--- src/rtl/sram_port_arbiter_pkg.sv ---
// Shared arbiter definitions: response tag encoding and the default fetch-starvation limit.
package sram_port_arbiter_pkg;

    typedef enum logic [1:0] {
        TAG_NONE = 2'd0,
        TAG_INST = 2'd1,
        TAG_DATA = 2'd2
    } resp_tag_t;

    localparam int STARVE_LIMIT_DEF = 3;
    localparam int DATA_W           = 32;

endpackage

--- src/rtl/sram_port_arbiter.sv ---
// Arbitrates fetch and data requests onto one single-port SRAM; grant is combinational, read response one cycle later.
// No response backpressure; requesters hold their request until granted and must take rvalid when it appears.
module sram_port_arbiter
    import sram_port_arbiter_pkg::*;
#(
    parameter int STARVE_LIMIT = STARVE_LIMIT_DEF,
    parameter int ADDR_W       = 32
) (
    input  logic              clk,
    input  logic              resetn,
    input  logic              inst_req,
    input  logic [ADDR_W-1:0] inst_addr,
    input  logic              inst_cancel,
    output logic              inst_gnt,
    output logic              inst_rvalid,
    output logic [DATA_W-1:0] inst_rdata,
    input  logic              data_req,
    input  logic [3:0]        data_we,
    input  logic [ADDR_W-1:0] data_addr,
    input  logic [DATA_W-1:0] data_wdata,
    output logic              data_gnt,
    output logic              data_rvalid,
    output logic [DATA_W-1:0] data_rdata,
    output logic              sram_en,
    output logic [3:0]        sram_we,
    output logic [ADDR_W-1:0] sram_addr,
    output logic [DATA_W-1:0] sram_wdata,
    input  logic [DATA_W-1:0] sram_rdata
);

    logic [1:0] r_starve_cnt;
    resp_tag_t  r_tag;
    resp_tag_t  w_tag_nxt;
    logic       w_starved;
    logic       w_inst_gnt;
    logic       w_data_gnt;

    assign w_starved = (r_starve_cnt == 2'(STARVE_LIMIT));

    // Data wins ties until the waiting fetch has been passed over STARVE_LIMIT times.
    always_comb begin
        w_inst_gnt = 1'b0;
        w_data_gnt = 1'b0;
        if (resetn) begin
            if (data_req && !(inst_req && w_starved)) begin
                w_data_gnt = 1'b1;
            end else if (inst_req) begin
                w_inst_gnt = 1'b1;
            end
        end
    end

    always_comb begin
        w_tag_nxt = TAG_NONE;
        if (w_inst_gnt && !inst_cancel) begin
            w_tag_nxt = TAG_INST;
        end else if (w_data_gnt && (data_we == 4'h0)) begin
            w_tag_nxt = TAG_DATA;
        end
    end

    always_ff @(posedge clk) begin
        if (!resetn) begin
            r_tag        <= TAG_NONE;
            r_starve_cnt <= 2'd0;
        end else begin
            r_tag <= w_tag_nxt;
            if (w_inst_gnt || !inst_req) begin
                r_starve_cnt <= 2'd0;
            end else if (w_data_gnt && !w_starved && (r_starve_cnt != 2'd3)) begin
                r_starve_cnt <= r_starve_cnt + 2'd1;
            end
        end
    end

    assign inst_gnt   = w_inst_gnt;
    assign data_gnt   = w_data_gnt;
    assign sram_en    = w_inst_gnt | w_data_gnt;
    assign sram_we    = w_data_gnt ? data_we : 4'h0;
    assign sram_wdata = w_data_gnt ? data_wdata : '0;
    assign sram_addr  = w_data_gnt ? data_addr : (w_inst_gnt ? inst_addr : '0);

    // A cancel also kills the fetch response already on its way back this cycle.
    assign inst_rvalid = (r_tag == TAG_INST) && !inst_cancel;
    assign inst_rdata  = inst_rvalid ? sram_rdata : '0;
    assign data_rvalid = (r_tag == TAG_DATA);
    assign data_rdata  = data_rvalid ? sram_rdata : '0;

endmodule

--- config.mk ---
export PLATFORM = sky130hd
export DESIGN_NAME = sram_port_arbiter
export DESIGN_NICKNAME = d
export VERILOG_FILES = /design/src/rtl/sram_port_arbiter_pkg.sv /design/src/rtl/sram_port_arbiter.sv
export SDC_FILE = /design/constraint.sdc
export NUM_CORES = 1
export LEC_CHECK = 0
export BUFFER_PORTS_ARGS = -buffer_cell sky130_fd_sc_hd__buf_2
export CORE_AREA = 2 2 106 108
export CTS_CLUSTER_DIAMETER = 100
export DETAILED_ROUTE_END_ITERATION = 12
export DIE_AREA = 0 0 108 110
export SLEW_MARGIN = 20
export SYNTH_ARGS = -nofsm -noshare
export SYNTH_HDL_FRONTEND = slang
export SYNTH_SLANG_ARGS = --single-unit
--- constraint.sdc ---
create_clock -name clk -period 2.3 [get_ports clk]
set_input_delay 0.23 -clock clk [delete_from_list [all_inputs] [get_ports clk]]
set_output_delay 0.23 -clock clk [all_outputs]
set_load 0.01 [all_outputs]
==> key figures <==
Detailed routing
  • Via count: between 2,000 and 2,500
  • Initial drt markers: 66
  • Routed Antenna Nets: 0
  • Post-Route WL: 6.97 mm
  • DRC: 0
  • DR vias/cell: approximately 3.8
  • Routed WL per cell: 12.2 um
  • Pre-Repair DR Iteration Count: 4

Global route
  • Largest net degree at the start of global routing: 71
  • Grt ovf: 0
  • Initial antenna violation count: 0
  • Vias in the first global route: approximately 1,800
  • Total GRT Usage: approximately a tenth
  • First-pass GRT wire length: 9.05 mm

Logic synthesis
  • Sequential share of the synthesized area: between 6 and 7%
  • Post-synth EDFFs: 0
  • Area share of the largest cell type after synthesis: about half
  • Synth cell count leaders: and2_1, a22o_2, buf_6
  • Yosys reg bits: 4
  • Ranking of synthesized cells by area: and2_1, a22o_2, dfxtp_1
  • Ys flop type: dfxtp_1
  • Distinct cells, synth: 20
  • Most common cell in the synthesized netlist: and2_1
  • Syn Nets: 304
  • Synth Area per Inst: approximately 7.7 um2
  • Post-Syn Instances: around 170
  • Fraction of registers with async set/reset: 0%
  • Yosys Warn Count: 0
  • Mapped Area: ~0.0013 mm2
  • Area leader, netlist: and2_1

Floorplan
  • Rows: 38
  • Core area: ~0.011 mm2
  • Die Width: 108 um
  • Ports: ~270
  • Vert. Die Dim: between 100 and 150 um
  • Die outline area: between 0.01 and 0.015 mm2
  • Initial core utilization: 11.9%

Timing
  • Final min period: roughly 2.0 ns
  • Period utilisation layout: 86.0%
  • Worst relative slew slack: between 70% and 80%
  • Slew Limit Fails: 0
  • Setup_tns: 0 ns
  • Final setup fails: 0
  • FMAX: ~0.51 GHz
  • Least-Margin Pin Slew: roughly 0.32 ns
  • Fin Hold WS: around 0.32 ns
  • Final Skew: 0.000892 ns
  • RSZ-0062 raised after global routing: false
  • Final worst slack: 0.322 ns
  • Hold Vio Cnt, Final: 0

CTS
  • Post-CTS setup buffer count: 0
  • Clock-pin slew on the worst setup and hold paths: about 0.03 ns
  • Hold-fix buffer count after cts: 0
  • CTS H-tree depth: 1
  • Clock latency on the worst-skew pair: roughly 0.21 ns
  • Num CTS Buffers: 3
  • Post-CTS Resized: 0
  • Clock sink count: 4
  • Clock root buffer master: clkbuf_8
  • Clock Path Buffers: 2
  • TritonCTS clock tree: done

Pwr
  • PwrDens: roughly 200 mW/mm2
  • Leak: 1.81 nW
  • Total power draw: 0.553 mW
  • Sw Share: about a third
  • Combinational share of power: around three fifths
  • Int Power: ~0.37 mW
  • Sw power: 0.186 mW
  • VDD IR-drop max: roughly 110 uV
  • Clock Power Share: 26.4%
  • Sequential share of power: a little over an eighth

Cells and area
  • Core Util, Final: a little over a quarter
  • Share of cells above drive strength 1: around 73%
  • Layout net count: between 500 and 600
  • Antenna cells: 0
  • Area Growth Syn to Fin: 119%

Worst setup path
  • Reg2reg end: r_tag[1]
  • WP data arrival: roughly 1.8 ns
  • Worst Setup EP: sram_addr[27]
  • CP startpoint kind: flop
  • R2R Setup Slk: ~1.1 ns
  • Reg2reg start: r_starve_cnt[0]
  • Crit path launch: r_starve_cnt[0]
  • Required time of the worst setup path: 2.07 ns
  • WS Path Type: reg -> out
  • FF-to-FF path depth: 4
  • Endpoint type of the worst setup path: output port
  • Critical path peak fanout: 27

Hold path
  • Hold crit path type: in -> reg

Place
  • Place WS: 0.525 ns
  • DP Wirelength: approximately 6.3 mm
  • Port buffer count: approximately 270
  • RePlAce Congestion: about 0.77

Flow run
  • # Max-Cap Violations: 0

Outcome
  • Status: completed
-- logic make-up after synthesis --
group | share of synthesized area, %
and+or+nand+nor | 54.7
adders and majority gates | 0.983
DFF | 6.29
buffers and inverters | 10.1
AOI/OAI and AO/OA | 27.9
-- metal layers --
layer | up-vias | GRT usage, % | routed length, um
met3 | 0 | 3.17 | 919
li1 | 1086 | - | -
met5 | - | 0 | 0
met2 | 162 | 18.1 | 3370
met1 | 898 | 11.6 | 2680
met4 | 0 | 0.824 | 0
-- metrics by stage --
step | instances | area [um2]
finish | 570 | 2790
global placement | 567 | 2740
floorplan | 166 | 1270
detailed placement | 567 | 2740
CTS | 570 | 2790
global route | 570 | 2790
-- sequential cells by signal, indices dropped and copies added, names as in the netlist --
register / count
r_starve_cnt: 2
r_tag: 2
-- cell type report --
cell class	count	area, um2
Fill cell	1217	7910
Timing Repair Buffer	277	1420
Multi-Input combinational cell	145	1060
Tap cell	140	175
Sequential cell	4	80.1
Clock buffer	3	41.3
Inverter	1	3.75
-- critical path: stages (launching register included) --
cell and delay (ns):
dfxtp_1 0.32, ha_1 0.26, inv_1 0.10, a21oi_4 0.32, buf_12 0.21, a22o_2 0.16, buf_2 0.14
-- placed cells by master, fill, tap and decap left out, types with 2 or more instances in the layout --
cell type and n:
buf_12 2, a21oi_4 2, buf_4 2, a22o_1 4, a22o_2 28, dfxtp_1 4, and2_1 101, clkbuf_8 3
buf_2 273
-- power groups by stage --
stage,Clock (mW),Sequential [mW],Combinational (mW)
final,0.146,0.0722,0.335
after global routing,0.164,0.0723,0.365
after CTS,0.155,0.0722,0.340
after detailed placement,0,0.0732,0.339
after global placement,0,0.0730,0.338
after floorplan,0,0.0730,0.144
-- worst min path at each step --
stage                            to             from  depth (start not counted)  slack [ns]
floorplan           r_starve_cnt[0]         inst_req                          1        0.40
global placement    r_starve_cnt[0]  r_starve_cnt[0]                          1        0.41
detailed placement  r_starve_cnt[0]  r_starve_cnt[0]                          1        0.44
CTS                        r_tag[1]       data_we[3]                          3        0.32
global route               r_tag[0]      inst_cancel                          2        0.34
finish                     r_tag[1]       data_we[3]                          3        0.32
No activity file was read; power rests on OpenSTA's default activity.
